--- src/rtl/region_stream_reader.sv ---
// region_stream_reader
//   Read-side client of a fifobram region port. A command (FIFO-pop or
//   addressed BRAM mode, base address, word count) is latched in IDLE, then
//   `re` requests are issued to the region read channel under a credit rule
//   so every returned word has a guaranteed slot in the local buffer. The
//   buffer is presented downstream as a valid/ready stream with `out_last`.
//
// Ports
//   clk, reset            : rising-edge clock, asynchronous active-high reset
//   cmd_valid/cmd_ready   : command handshake (ready only in IDLE)
//   cmd_fifo/base/length  : command fields, latched at accept
//   re/raddr/rfifobram    : region read request
//   empty/rvalid/rdata    : region FIFO status and read return
//   out_valid/ready/data  : output stream
//   out_last              : final word of the current command
//   busy                  : FSM not in IDLE
//   done                  : one-cycle pulse at command completion
module region_stream_reader #(
  parameter int WIDTH        = 8,
  parameter int LOG2_DEPTH   = 5,
  parameter int READ_LATENCY = 2,
  parameter int LOG2_BUF     = 2,
  parameter int LENGTH_WIDTH = 32
) (
  input  logic                    clk,
  input  logic                    reset,
  input  logic                    cmd_valid,
  output logic                    cmd_ready,
  input  logic                    cmd_fifo,
  input  logic [LOG2_DEPTH-1:0]   cmd_base,
  input  logic [LENGTH_WIDTH-1:0] cmd_length,
  output logic                    re,
  output logic [LOG2_DEPTH-1:0]   raddr,
  output logic [1:0]              rfifobram,
  input  logic                    empty,
  input  logic                    rvalid,
  input  logic [WIDTH-1:0]        rdata,
  output logic                    out_valid,
  input  logic                    out_ready,
  output logic [WIDTH-1:0]        out_data,
  output logic                    out_last,
  output logic                    busy,
  output logic                    done
);

  localparam int unsigned BUF_WORDS    = 1 << LOG2_BUF;
  localparam int          CW           = LOG2_BUF + 1;
  localparam logic [CW:0] CREDIT_LIMIT = (CW + 1)'(BUF_WORDS);

  typedef enum logic [1:0] {IDLE, ISSUE, DRAIN} state_t;
  state_t state;

  logic                    lat_fifo;
  logic [LOG2_DEPTH-1:0]   lat_base;
  logic [LENGTH_WIDTH-1:0] lat_length;
  logic [LENGTH_WIDTH-1:0] issued;
  logic [LENGTH_WIDTH-1:0] delivered;
  logic [CW-1:0]           outstanding;
  logic [CW-1:0]           wptr;
  logic [CW-1:0]           rptr;
  logic [WIDTH-1:0]        buf_mem [BUF_WORDS];

  logic [CW-1:0] occupancy;
  logic [CW-1:0] outstanding_next;
  logic [CW-1:0] occupancy_next;
  logic [CW:0]   credit_used;
  logic          capture;
  logic          pop;

  // Pointers carry one extra bit so a full buffer is distinguishable from empty.
  assign occupancy   = wptr - rptr;
  assign credit_used = {1'b0, outstanding} + {1'b0, occupancy};
  // Data returning with nothing outstanding belongs to a command killed by reset.
  assign capture     = rvalid && (outstanding != '0);
  assign pop         = out_valid && out_ready;

  // A read is only issued when its returning word already has a buffer slot.
  assign re = (state == ISSUE) && (issued < lat_length) &&
              (credit_used < CREDIT_LIMIT) && !(lat_fifo && empty);

  assign raddr     = lat_fifo ? '0 : lat_base + issued[LOG2_DEPTH-1:0];
  assign rfifobram = {1'b0, lat_fifo};
  assign cmd_ready = (state == IDLE);
  assign busy      = (state != IDLE);
  assign out_valid = (occupancy != '0);
  assign out_data  = out_valid ? buf_mem[rptr[LOG2_BUF-1:0]] : '0;
  assign out_last  = out_valid && (delivered == lat_length - LENGTH_WIDTH'(1));

  always_comb begin
    outstanding_next = outstanding;
    if (re && !capture)
      outstanding_next = outstanding + CW'(1);
    else if (!re && capture)
      outstanding_next = outstanding - CW'(1);

    occupancy_next = occupancy;
    if (capture && !pop)
      occupancy_next = occupancy + CW'(1);
    else if (!capture && pop)
      occupancy_next = occupancy - CW'(1);
  end

  always_ff @(posedge clk) begin
    if (capture)
      buf_mem[wptr[LOG2_BUF-1:0]] <= rdata;
  end

  always_ff @(posedge clk or posedge reset) begin
    if (reset) begin
      state       <= IDLE;
      lat_fifo    <= 1'b0;
      lat_base    <= '0;
      lat_length  <= '0;
      issued      <= '0;
      delivered   <= '0;
      outstanding <= '0;
      wptr        <= '0;
      rptr        <= '0;
      done        <= 1'b0;
    end else begin
      done        <= 1'b0;
      outstanding <= outstanding_next;
      if (capture)
        wptr <= wptr + CW'(1);
      if (pop) begin
        rptr      <= rptr + CW'(1);
        delivered <= delivered + LENGTH_WIDTH'(1);
      end
      if (re)
        issued <= issued + LENGTH_WIDTH'(1);

      unique case (state)
        IDLE: begin
          if (cmd_valid) begin
            lat_fifo   <= cmd_fifo;
            lat_base   <= cmd_base;
            lat_length <= cmd_length;
            issued     <= '0;
            delivered  <= '0;
            state      <= ISSUE;
          end
        end
        ISSUE: begin
          if (issued == lat_length)
            state <= DRAIN;
        end
        DRAIN: begin
          // Looking at next-cycle counts lets done follow the final pop directly.
          if (outstanding_next == '0 && occupancy_next == '0) begin
            state <= IDLE;
            done  <= 1'b1;
          end
        end
        default: state <= IDLE;
      endcase
    end
  end

  always_ff @(posedge clk) begin
    if (!reset) begin
      assert (BUF_WORDS >= READ_LATENCY + 1)
        else $error("local buffer smaller than READ_LATENCY+1 words");
      assert (!(rvalid && outstanding == '0))
        else $warning("rvalid with no read outstanding; word dropped");
      assert (occupancy <= CW'(BUF_WORDS))
        else $error("buffer occupancy above capacity");
    end
  end

endmodule

--- config.mk ---
export PLATFORM = sky130hd
export DESIGN_NAME = region_stream_reader
export DESIGN_NICKNAME = d
export VERILOG_FILES = /design/src/rtl/region_stream_reader.sv
export SDC_FILE = /design/constraint.sdc
export NUM_CORES = 1
export LEC_CHECK = 0
export BUFFER_PORTS_ARGS = -buffer_cell sky130_fd_sc_hd__buf_2
export CORE_UTILIZATION = 55
export DETAILED_ROUTE_END_ITERATION = 10
export PLACE_DENSITY = 0.74
export SLEW_MARGIN = 20
export SYNTH_ARGS = -nofsm -noshare
export SYNTH_HDL_FRONTEND = slang
export SYNTH_SLANG_ARGS = --single-unit
--- constraint.sdc ---
create_clock -name clk -period 4.8 [get_ports clk]
set_input_delay 0.48 -clock clk [delete_from_list [all_inputs] [get_ports clk]]
set_output_delay 0.48 -clock clk [all_outputs]
set_load 0.02 [all_outputs]
======== Word level (Yosys, flattened, before mapping) ========
Memories as Yosys holds them, arrays and structs flattened.
Index checks and enable logic that the tools add are counted.
storage, ports and cells
  output and inout bits ................... 21
  RAM bits ................................ 32
  flip-flop bits (word level) ............. 114
  memories ................................ 1
  logic and storage cells ................. 76
  input bits .............................. 52
cells by class
  multiplexer cells ....................... 20
  $add $sub $neg .......................... 12
  order comparisons ....................... 2
  reductions and logical operators ........ 24
  equal/unequal tests ..................... 7
memory list
  memory   depth  width  rd ports  clocked after memory_dff  wr ports  line  text
  buf_mem  4      8      1         0                         1         61    logic [WIDTH-1:0] buf_mem [BUF_WORDS];
operators by type and width
  operator               count
  $mux 32                6
  $add 32x1->32 const B  2
  $eq 32x32->1           2
  $lt 32x32->1           1
  $sub 32x1->32 const B  1
  $add 3x1->3 const B    4
  $logic_and 1x1->1      12
  $mux 3                 4
  $mux 8                 1
  $logic_not 3->1        2
  $mux 2                 3
  $pmux 2 s3             1
  $reduce_bool 3->1      2
  $sub 3x1->3 const B    2
  $add 5x5->5            1
  $mux 5                 1
  $add 3x3->4            1
  $logic_not 1->1        4
  $lt 4x3->1 const B     1
  $mux 1                 4
  $ne 2x2->1 const B     2
  $reduce_and 3->1       1
  $sub 3x3->3            1
  $eq 2x1->1 const B     1
  5 further kinds        5

======== Depth between registers and ports, before layout ========
Gate-level depths: netlist of the first run.
  depth after elaboration ................. 13
  mapped depth ............................ 18
  mapped depth without buffers ............ 16

======== Worst setup path after synthesis of the first run ========
OpenSTA, ideal clock, no wires.
  kind .................................... reg2reg
  from .................................... reg rptr[1]
  to ...................................... reg issued[28]
  period minus slack after synthesis ...... 4.048 ns
  path buffers ............................ 4
  setup slack ............................. 0.752 ns
  setup time .............................. 0.078 ns
  cell stages (with the launch flop) ...... 18
  required time ........................... 4.722 ns
  data arrival time ....................... 3.970 ns
  path through ............................ dfrtp_1 clkbuf_1 inv_1 fa_1 xnor2_1 inv_1 ha_1 nor4_1 o21ai_0 a311oi_2 o31ai_1 a21o_1 buf_6 or4_4 buf_6 buf_8 or3_1 a21oi_1
between the ends
  longest elaborated chain between the ends .. 8
RTL lines
  element                 line  text
  from (decl)             60    logic [CW-1:0] rptr;
  from (signal assigned)  126   rptr <= rptr + CW'(1);
  $sub 3x3->3 *           71    assign occupancy = wptr - rptr;
  $add 3x3->4 *           72    assign credit_used = {1'b0, outstanding} + {1'b0, occupancy};
  $lt 4x3->1 *            79    (credit_used < CREDIT_LIMIT) && !(lat_fifo && empty);
  $logic_and 1x1->1 *     78    assign re = (state == ISSUE) && (issued < lat_length) &&
  $logic_and 1x1->1 *     79
  $mux 32 *               129   if (re)
  $mux 32                 134   if (cmd_valid) begin
  $mux 32 *               132   unique case (state)
  to (signal assigned)    130   issued <= issued + LENGTH_WIDTH'(1);
  to (decl)               56    logic [LENGTH_WIDTH-1:0] issued;
Mark *: on every way between the ends. The rest lies on a longest branch, timed or not.
A chain may end at the register's enable or synchronous reset.

======== Worst setup path in the final report of the first run ========
  from .................................... reg wptr[0]
  to ...................................... out out_last
between the ends
  longest elaborated chain between the ends .. 3
RTL lines
  element                 line  text
  from (decl)             59    logic [CW-1:0] wptr;
  from (signal assigned)  124   wptr <= wptr + CW'(1);
  $sub 3x3->3             71
  $reduce_bool 3->1       85    assign out_valid = (occupancy != '0);
  $logic_and 1x1->1       87    assign out_last = out_valid && (delivered == lat_length - LENGTH_WIDTH'(1));
  to (decl)               41    output logic out_last,
No other way between the ends.

==> results of run 1 <==
[state kept, by name (all words and copies together) (netlist names)]
name         count
lat_base         5
outstanding      3
rptr             3
lat_fifo         1
lat_length      32
buf_mem         32
done             1
wptr             3
issued          32
state            2
delivered       32
[repair_timing]
| action | 4_1_cts | 5_1_grt |
|---|---|---|
| hold buffers | 0 | 0 |
| setup buffers | 0 | 3 |
| resized for setup | 0 | 2 |
| setup endpoints to repair | 0 | 2 |
[cells in the final DEF (no fill, tap or decap), types with 7 or more instances in the layout]
master | synthesis | layout
mux4_2 | 8 | 8
inv_1 | 62 | 60
nor2b_1 | 17 | 17
nor4_1 | 11 | 11
nand4_1 | 33 | 33
edfxtp_1 | 32 | 32
buf_4 | 2 | 11
nor3_1 | 15 | 15
buf_2 | 3 | 71
xnor2_1 | 43 | 42
and3_1 | 9 | 9
o21ai_0 | 63 | 63
and2_1 | 10 | 9
and4_1 | 8 | 8
o211ai_1 | 10 | 10
or3_1 | 10 | 10
nand3_1 | 27 | 27
dfrtp_1 | 114 | 114
xor2_1 | 54 | 54
a21oi_1 | 32 | 32
nand2_1 | 107 | 107
ha_1 | 53 | 53
or4_1 | 7 | 7
nor2_1 | 76 | 76
clkbuf_16 | 0 | 17
[power by group]
group | internal (mW) | switching (mW)
registers | 1.42 | 0.134
clock network | 0.707 | 0.623
logic | 0.691 | 1.02
[synthesized netlist by cell type (all sizes together) (27+ instances only)]
cell type | number | area (sq um)
xor2 | 54 | 473
nand3 | 27 | 135
o21ai | 63 | 315
nand2 | 107 | 402
ha | 53 | 663
dfrtp | 114 | 2850
inv | 62 | 233
a21oi | 32 | 160
clkbuf | 27 | 101
nor2 | 76 | 285
edfxtp | 32 | 961
xnor2 | 43 | 377
nand4 | 33 | 206
[layout make-up]
type | count | area [sq um] | share of cell area
multi-input cells | 670 | 4530 | 0.458
well taps | 211 | 264 | 0.0267
clock buffers | 17 | 425 | 0.0430
inverters | 62 | 241 | 0.0244
repair buffers | 82 | 438 | 0.0442
clock inverters | 15 | 184 | 0.0186
flip-flops and latches | 146 | 3810 | 0.385
[critical path: cells and delay by family, from the launching register on]
family | cells | cell delay (ns)
AOI/OAI and AO/OA | 1 | 0.21
adders and majority gates | 3 | 0.91
buffers and inverters | 5 | 0.54
DFF | 1 | 0.40
and+or+nand+nor | 6 | 1.35
[cells by family after synthesis]
kind of cell             after synthesis  share of synthesized area
AO/OA/AOI/OAI                        146                      0.103
AND/OR/NAND/NOR                      355                      0.207
adder cells (fa/ha/maj)               57                     0.0826
XOR/XNOR                              97                     0.0970
flip-flops                           146                      0.435
multiplexers                          14                     0.0274
other                                  1                   0.000428
buffers and inverters                100                     0.0480
[metal layers]
layer / share of wire / vias to the layer above / global-route usage
met3: 0.049 / 25 / 0.0534
met4: 0.017 / 0 / 0.0768
li1: - / 3357 / -
met5: 0 / - / 0
met2: 0.46 / 172 / 0.392
met1: 0.47 / 3251 / 0.351
[final timing paths]
check                                                   to  slack [ns]  depth (start not counted)
worst max-delay path                              out_last        0.45                         15
worst min-delay path            lat_length[28]$_DFFE_PP0P_        0.19                          2
worst max register to register        issued[24]$_DFF_PP0_        0.51                         15
worst min register to register     lat_base[0]$_DFFE_PP0P_        0.50                          2
max in group asynchronous              issued[4]$_DFF_PP0_        3.68                          3
min in group clk                   lat_base[0]$_DFFE_PP0P_        0.23                          3
==> results.md, run 1 <==
* Reg-to-Reg Start: wptr[0]$_DFFE_PP0P_
* Hold slack at a little under 0.2 ns
* Ys Warns at 0
* CP Class: flop to output port
* Chip Height at between 100 and 150 um
* P_leak at approximately 4.5 nW
* Final Max Tran Viols at 0
* Setup_tns at 0 ns
* # clock sinks at ~150
* TritonCTS clock tree: built
* Main synth FF type: dfrtp_1
* Final ANT Viol Nets at 0
* Clk_lat worst skew at approximately 0.43 ns
* Worst-margin pin slew at just under 0.9 ns
* Nets at about 1100
* Critical-path cell list: inv_1 -> ha_1 -> inv_1 -> fa_1 -> inv_1 -> ha_1 -> inv_1 -> nor2_1 -> a31oi_1 -> nand4_1 -> nor3_1 -> nand4_1 -> nor4_1 -> and4_1 -> buf_2
* CP most frequent cell: inv_1
* CP max FO at 11
* Place WS at roughly 0.45 ns
* Drt drc at 0
* Overall die area at ~16000 sq um
* Power consumption at between 4 and 5 mW
* Worst path max stage delay at about 0.56 ns
* Synthesized cell area at around 8800 sq um
* Total CTS buffers at 17
* Via-to-Cell Ratio at between 5 and 6
* EDFF count, synth at 32
* PwrDens at around 460 nW/um^2
* Detailed-route via count at ~6800
* GPL Wtd Cong at ~0.9
* Status: finished, final reports clean
* Post-route minimum period at between 4 and 5 ns
* RSZ-0062 raised after global routing: false
* HPWL after detailed placement at 13.8 mm
* Gr ovfl total at 0
* MaxCap Viol Count at 0
* Netlist cell types at roughly 70
* Final Core Density at 0.644
* Post-Place Cells at approximately 1200
* Fill cells at between 1000 and 1500
* Hold Crit Class: input port to async pin
* Post-synth ARST share at 0.781
* Period utilization at 0.906
* Area of the core at 15400 sq um
* Post-Syn Nets at roughly 1000
* Post-DP Area at slightly above 9000 sq um
* # rows at between 40 and 50
* Ant diodes at 0
* Crit end category: output port
* CP startpoint: wptr[0]$_DFFE_PP0P_
* Syn Area/Cell at about 9.6 sq um
* VDD IR-drop max at around 0.36 mV
* # port buffers at between 70 and 80
* Clk_skew at between 0.01 and 0.015 ns
* FMAX at 230 MHz
* CP max-delay cell: fa_1
* Die Wd at between 100 and 150 um
* Htree depth at 4
* Initial antenna violation count at 0
* Critical Path RT at roughly 4.3 ns
* Final Hold Fails at 0
* WL/cell at between 15 and 20 um
* Initial Util at 0.570
* Setup ws final at 0.451 ns
* Vias in the first global route at ~6500
* Seq/Total Area, Yosys at 0.435
* DRT Pass-1 Iters at 6
* Worst Path Arrival at approximately 3.9 ns
* Number of non-filler instances in the completed layout at 1203
* Rel. slew slack at 0.409
* # IOs at 73
* Layout cell share with drive strength beyond 1 at 0.145
* Clock Pin Slew Worst Setup and Hold Paths at about 0.070 ns
* CP Launch Type: flop
* Gr usage total at 0.251
* Largest net degree at the start of global routing at 83
* Global-route wire length before repair at between 30 and 40 mm
* Initial DRC Count at between 400 and 500
* Final setup viols at 0
* Area Growth Syn to Fin at 13.0%
* Layout Cell Area excl Fill at 9900 sq um
* Gate Count Post-Synth at around 920
* Root buf cell: clkbuf_16
* #FFs+latches synth at between 100 and 150
* Max Root-Sink Buffers at 2
* Final Routed Wirelength at between 15 and 20 mm
No activity file was read; power rests on OpenSTA's default activity.
==> run 2: changes to the inputs <==
--- a/config.mk
+++ b/config.mk
@@ -8,8 +8,7 @@
 export BUFFER_PORTS_ARGS = -buffer_cell sky130_fd_sc_hd__buf_2
 export CORE_UTILIZATION = 55
 export DETAILED_ROUTE_END_ITERATION = 10
-export PLACE_DENSITY = 0.74
-export SLEW_MARGIN = 20
+export PLACE_DENSITY = 0.78
 export SYNTH_ARGS = -nofsm -noshare
 export SYNTH_HDL_FRONTEND = slang
 export SYNTH_SLANG_ARGS = --single-unit
==> run 2 against run 1 <==
Effect of this change:
- final cell count decreased by 0.33%
- count of clock-buffer cells in the layout did not move
- global-route usage down 0.23 points
- combinational power decreased by 6%
- die area unchanged
- setup slack lost 0.048 ns
- hold slack improved by 0.035 ns
- critical path depth down 1
- sequential power is essentially flat
- power decreased by 2.2%
- register-to-register slack gained 0.03 ns
- routed wire length rose by 0.15%
- critical path type unchanged
- highest routed layer unchanged
==> results.md, run 2 (same netlist as run 1, synthesis figures left out) <==
* Drt drc at 0 (unchanged)
* TritonCTS clock tree: built
* Worst-margin pin slew at 1.02 ns (+0.141 ns)
* Clk_skew at 0.0121 ns (+0.00193 ns)
* Max Root-Sink Buffers at 2 (unchanged)
* Final Core Density at 0.642 (-0.00252)
* Status: finished, final reports clean
* CP Class: flop to output port
* Global-route wire length before repair at 31.6 mm (-1.3%)
* Reg-to-Reg Start: wptr[0]$_DFFE_PP0P_
* Hold slack at 0.227 ns (+0.0346 ns)
* # resized after CTS at 0 (unchanged)
* Post-route minimum period at 4.40 ns (+0.0481 ns)
* Area Growth Syn to Fin at 12.6%
* Worst Path Arrival at 3.92 ns (+0.05 ns)
* HPWL after detailed placement at 13.7 mm (-1.1%)
* Clock Pin Slew Worst Setup and Hold Paths at 0.07 ns (about the same)
* Initial antenna violation count at 0 (unchanged)
* Htree depth at 4 (unchanged)
* Final Hold Fails at 0 (unchanged)
* GPL Wtd Cong at 0.840 (-5.9%)
* Hold Crit Start: cmd_base[4]
* Nets at 1082 (-0.37%)
* VDD IR-drop max at 0.307 mV (-14%)
* Via-to-Cell Ratio at 5.67 (+0.32%)
* # hold bufs at CTS at 0 (unchanged)
* Detailed-route via count at 6804 (-0.015%)
* Final setup viols at 0 (unchanged)
* Rel. slew slack at 0.317 (-0.0921)
* # rows at 45 (unchanged)
* WL/cell at 15.9 um (+0.48%)
* # IOs at 73 (unchanged)
* CP most frequent cell: inv_1
* CP max FO at 15 (+4)
* CP max-delay cell: dfrtp_1
* PwrDens at 456 nW/um^2 (-1.8%)
* CP Launch Type: flop
* Worst path max stage delay at 0.40 ns (-0.16 ns)
* Fill cells at 1276 (+3.0%)
* Overall die area at 16400 sq um (unchanged)
* Most common cell after layout, fill and taps aside: dfrtp_1
* Most frequent cells in the layout: dfrtp_1, nand2_1, nor2_1
* Hold Crit Class: input port to flop
* Clk_lat worst skew at 0.44 ns (about the same)
* Critical Path RT at 4.32 ns (about the same)
* Final ANT Viol Nets at 0 (unchanged)
* Critical-path cell list: inv_1 -> ha_1 -> inv_1 -> fa_1 -> xnor2_1 -> inv_1 -> ha_1 -> nor4_1 -> o21ai_0 -> a311oi_2 -> o31ai_1 -> a21o_1 -> clkinvlp_4 -> buf_2
* MaxCap Viol Count at 0 (unchanged)
* Area occupied by registers at 3810 sq um (unchanged)
* DRT Pass-1 Iters at 7 (+1)
* Gr ovfl total at 0 (unchanged)
* Period utilization at 0.916 (+0.0100)
* Vias in the first global route at 6370 (-1.4%)
* Die Wd at 128 um (unchanged)
* Layout cell share with drive strength beyond 1 at 0.141 (-0.00447)
* RSZ-0062 raised after global routing: false
* Multi-input logic area at 4530 sq um (-0.17%)
* Chip Height at 128 um (unchanged)
* # clock sinks at 146 (unchanged)
* Ant diodes at 0 (unchanged)
* Post-CTS setup buffers at 0 (unchanged)
* Area of the core at 15400 sq um (unchanged)
* CP startpoint: wptr[0]$_DFFE_PP0P_
* Setup_tns at 0 ns (unchanged)
* Initial Util at 0.570 (unchanged)
* Final Routed Wirelength at 19.1 mm (+0.15%)
* P_leak at 4.45 nW (-0.69%)
* Largest net degree at the start of global routing at 99 (+19%)
* Final Max Tran Viols at 0 (unchanged)
* FMAX at 227 MHz (-1.1%)
* Initial DRC Count at 479 (+16%)
* # port buffers at 71 (unchanged)
* Gr usage total at 0.249 (-0.00226)
* Total CTS buffers at 17 (unchanged)
* Crit end category: output port
* Root buf cell: clkbuf_16
==> run 2: cell types whose count changed in the layout (fill, tap and decap cells not counted), sizes merged <==
cell      change
buf           -4
clkinvlp      +1
inv           -1
==> run 2: worst max-delay path: cells and delay by family (launching register included) <==
kind	cells	cell delay (ns)
buf+inv	5	0.85
xor+xnor	1	0.28
compound gates	4	0.88
flops	1	0.40
fa+ha+maj	3	0.84
simple gates	1	0.21
==> run 2: final cells by class <==
class | count | area share
Tap cell | 211 | 0.0268
Inverter | 62 | 0.0242
Sequential cell | 146 | 0.387
Clock inverter | 15 | 0.0188
Multi-Input combinational cell | 670 | 0.459
Timing Repair Buffer | 78 | 0.0414
Clock buffer | 17 | 0.0431
==> run 2: stage by stage <==
step | setup WS (ns) | cells | cell area, sq um | power (mW)
5_1_grt | 0.0500 | 1199 | 9860 | 4.79
3_3_place_gp | 0.746 | 1167 | 9250 | 3.11
2_1_floorplan | 0.752 | 916 | 8760 | 2.78
3_5_place_dp | 0.556 | 1167 | 9250 | 3.16
4_1_cts | 0.235 | 1199 | 9860 | 4.51
6_report | 0.402 | 1199 | 9860 | 4.50
==> run 2: metal layers <==
metal | global-route usage | wire [um] | up-vias | part of all wire
li1 | - | - | 3326 | -
met3 | 0.0538 | 778 | 22 | 0.041
met5 | 0 | 0 | - | 0
met4 | 0.0907 | 329 | 0 | 0.017
met2 | 0.380 | 8870 | 150 | 0.47
met1 | 0.349 | 9080 | 3306 | 0.48
==> run 2: path summary, 6_finish.rpt <==
kind | endpoint | slack [ns] | depth (start not counted)
max | re | 0.40 | 14
min | lat_base[4]$_DFFE_PP0P_ | 0.23 | 3
max reg2reg | issued[22]$_DFF_PP0_ | 0.54 | 15
min reg2reg | lat_base[3]$_DFFE_PP0P_ | 0.48 | 2
max in group asynchronous | delivered[6]$_DFF_PP0_ | 3.49 | 3
min in group asynchronous | lat_length[27]$_DFFE_PP0P_ | 0.29 | 2
==> run 2: power breakdown <==
| part | switching, mW | leakage, nW | total, mW | internal, mW |
|---|---|---|---|---|
| clock network | 0.635 | 0.293 | 1.34 | 0.705 |
| registers | 0.134 | 1.68 | 1.56 | 1.42 |
| logic | 0.988 | 2.49 | 1.60 | 0.614 |
==> run 3: changes to the inputs <==
--- a/config.mk
+++ b/config.mk
@@ -5,6 +5,7 @@
 export SDC_FILE = /design/constraint.sdc
 export NUM_CORES = 1
 export LEC_CHECK = 0
+export ABC_AREA = 1
 export BUFFER_PORTS_ARGS = -buffer_cell sky130_fd_sc_hd__buf_2
 export CORE_UTILIZATION = 55
 export DETAILED_ROUTE_END_ITERATION = 10
==> run 3 against run 2 <==
Effect of this change:
- register-to-register slack better by 0.20 ns
- sequential share of layout area down 3.2 points
- first-iteration DRC count down 1.3%
- count of clock-buffer cells in the layout up 2
- fmax down 2.1%
- area after synthesis up 11%
- core utilization down 1.8 points
- power up 46%
- largest power group unchanged
- highest routed layer unchanged
==> results.md, run 3 <==
* Status: finished, final reports clean
* Most frequent cells in the layout: nand2_1, nor2_1, inv_1
* # rows at 48 (+6.7%)
* Clock power share at 0.186 (-0.112)
* Initial antenna violation count at 3 (+3)
* Hold Crit Start: cmd_fifo
* RSZ-0062 raised after global routing: false
* Post-Syn Nets at 1329 (+30%)
* Layout Cell Area excl Fill at 10800 sq um (+9.1%)
* Syn Area/Cell at 7.92 sq um (-17%)
* Detailed-route via count at 8370 (+23%)
* Post-DP Area at 10200 sq um (+10%)
* Met3 Usage GRT at 0.0454 (-0.00842)
* GPL Wtd Cong at 0.920 (+9.5%)
* Switching power total at 3.05 mW (+74%)
* # clock sinks at 146 (unchanged)
* Initial Util at 0.562 (-0.00824)
* Grt met2 use at 0.464 (+0.0833)
* Worst-margin pin slew at 0.991 ns (-0.0334 ns)
* Met1 Use GR at 0.349 (+0.000508)
* EDFF count, synth at 32 (unchanged)
* Area of the core at 17200 sq um (+12%)
* FMAX at 223 MHz (-2.1%)
* Final Max Tran Viols at 0 (unchanged)
* Initial DRC Count at 473 (-1.3%)
* Netlist cell types at 47 (-34%)
* Hold Crit Class: input port to flop
* Crit end category: output port
* Critical-path cell list: clkinv_1 -> fa_1 -> xor2_2 -> inv_1 -> ha_1 -> nor2_1 -> nand3_1 -> nor2_1 -> nand3_1 -> nor2_4 -> nand2_4 -> inv_2 -> buf_2
* Sw frac at 0.463 (+0.0728)
* TritonCTS clock tree: built
* HPWL after detailed placement at 17.8 mm (+30%)
* Post-CTS setup buffers at 0 (unchanged)
* Post-synth ARST share at 0.781 (unchanged)
* Gr ovfl total at 0 (unchanged)
* Multi-input logic area at 5150 sq um (+14%)
* Largest net degree at the start of global routing at 80 (-19%)
* Area Growth Syn to Fin at 11.1%
* Share of the synthesized area in the top cell type at 0.295 (-0.0310)
* CP max FO at 26 (+11)
* Post-synth top cells: nand2_1, nor2_1, inv_1, dfrtp_1, o21ai_0
* Max Root-Sink Buffers at 2 (unchanged)
* DRT Pass-1 Iters at 7 (unchanged)
* # port buffers at 71 (unchanged)
* Drt drc at 0 (unchanged)
* Clock Pin Slew Worst Setup and Hold Paths at 0.06 ns (about the same)
* Total CTS buffers at 17 (unchanged)
* Final ANT Viol Nets at 0 (unchanged)
* Overall die area at 18100 sq um (+10%)
* Fill cells at 1492 (+17%)
* Rel. slew slack at 0.339 (+0.0223)
* Area occupied by registers at 3810 sq um (unchanged)
* Setup_tns at 0 ns (unchanged)
* Gate Count Post-Synth at 1222 (+33%)
* Gr usage total at 0.275 (+0.0261)
* Final Routed Wirelength at 23.8 mm (+25%)
* Worst Hold Path Cells at 3 (unchanged)
* Post-route minimum period at 4.49 ns (+0.0962 ns)
* CP Class: flop to output port
* CP max-delay cell: dfrtp_1
* Period utilization at 0.936 (+0.0200)
* Reg2reg setup slack at 0.74 ns (+0.20 ns)
* Synthesized cell area at 9680 sq um (+11%)
* Vias in the first global route at 8038 (+26%)
* Htree depth at 4 (unchanged)
* Internal power at 3.53 mW (+29%)
* Main synth FF type: dfrtp_1
* Biggest area consumer among synthesized cells: dfrtp_1
* VDD IR-drop max at 0.381 mV (+24%)
* Worst min-delay path endpoint: lat_fifo$_DFFE_PP0P_
* # hold bufs at CTS at 0 (unchanged)
* Via-to-Cell Ratio at 5.48 (-3.3%)
* #FFs+latches synth at 146 (unchanged)
* Nets at 1392 (+29%)
* PwrDens at 612 nW/um^2 (+34%)
* Worst path max stage delay at 0.54 ns (+0.14 ns)
* Clk_lat worst skew at 0.43 ns (about the same)
* # resized after CTS at 0 (unchanged)
* Global-route wire length before repair at 38.6 mm (+22%)
* Crit Reg-Reg Endpoint: issued[20]$_DFF_PP0_
* Combinational Power Share at 0.493 (+0.137)
* CP Launch Type: flop
* Final setup viols at 0 (unchanged)
* Dominant cells by area after synthesis: dfrtp_1, nand2_1, edfxtp_1, nor2_1, ha_1
* # IOs at 73 (unchanged)
* Root buf cell: clkbuf_16
* Clk_skew at 0.00783 ns (-0.00427 ns)
* Top-count cell post-synth: nand2_1
* Critical Path RT at 4.32 ns (about the same)
* CP startpoint: rptr[1]$_DFFE_PP0P_
* Worst Path Arrival at 4.01 ns (+0.09 ns)
* WL/cell at 15.6 um (-1.7%)
* Flop pwr share at 0.321 (-0.025)
* Reg-to-Reg Start: rptr[1]$_DFFE_PP0P_
* Ys Warns at 0 (unchanged)
* Most common cell after layout, fill and taps aside: nand2_1
* Die Wd at 135 um (+5.0%)
* Most Crowded Layer GR: met2
* Layout cell share with drive strength beyond 1 at 0.125 (-0.0159)
* FF-to-FF path depth at 15 (unchanged)
* Seq/Total Area, Yosys at 0.394 (-0.0414)
* Final Hold Fails at 0 (unchanged)
* MaxCap Viol Count at 0 (unchanged)
* Chip Height at 135 um (+5.0%)
* P_leak at 4.82 nW (+8.1%)
## run 3: worst max-delay path, delay by kind of cell (launching register included)
kind / cells / cell delay [ns]
buffers and inverters: 4 / 1.16
flip-flops: 1 / 0.54
AND/OR/NAND/NOR: 6 / 0.75
adder cells (fa/ha/maj): 2 / 0.82
XOR/XNOR: 1 / 0.29
## run 3: area by class of cell
| class | instances | share of cell area |
|---|---|---|
| tap | 225 | 0.0262 |
| clock buffer | 19 | 0.0422 |
| sequential | 146 | 0.355 |
| antenna | 3 | 0.000698 |
| clock inverter | 13 | 0.00803 |
| timing repair buffer | 81 | 0.0412 |
| inverter | 138 | 0.0484 |
| multi-input combinational | 901 | 0.479 |
## run 3: how the worst max path moves through the flow
stage | end | depth (start not counted)
final | re | 13
after global routing | re | 13
after CTS | re | 13
after detailed placement | re | 13
after global placement | re | 13
after floorplan | delivered[0]$_DFF_PP0_ | 1
## run 3: power by group through the flow
stage               logic [mW]  clock network (mW)  registers [mW]
global placement          3.09                   0            2.10
floorplan                 2.59                   0            1.98
detailed placement        3.21                   0            2.12
global route              3.66                1.28            2.17
finish                    3.24                1.23            2.11
CTS                       3.25                1.24            2.10
## run 3: logic make-up after synthesis
kind of cell             Yosys count  synth area share
AO/OA/AOI/OAI                    167             0.110
XOR/XNOR                          92            0.0840
adder cells (fa/ha/maj)           55            0.0726
buffers and inverters            175            0.0743
flip-flops                       146             0.394
other                              1          0.000387
AND/OR/NAND/NOR                  586             0.265
## run 3: per-stage QoR
step                total power [mW]  hold WS (ns)  utilization  worst slack [ns]  std cells
CTS                             6.59         0.232        0.624             0.341       1523
global route                    7.11         0.246        0.624             0.101       1526
finish                          6.58         0.240        0.624             0.306       1526
detailed placement              5.33         0.477        0.592             0.894       1491
global placement                5.20         0.471        0.592              1.03       1491
floorplan                       4.56         0.453            -              1.30       1222
## run 3: metal layers
layer,wire (um),share of wire
met4,729,0.031
met1,10300,0.43
met3,1220,0.051
met2,11600,0.49
met5,0,0
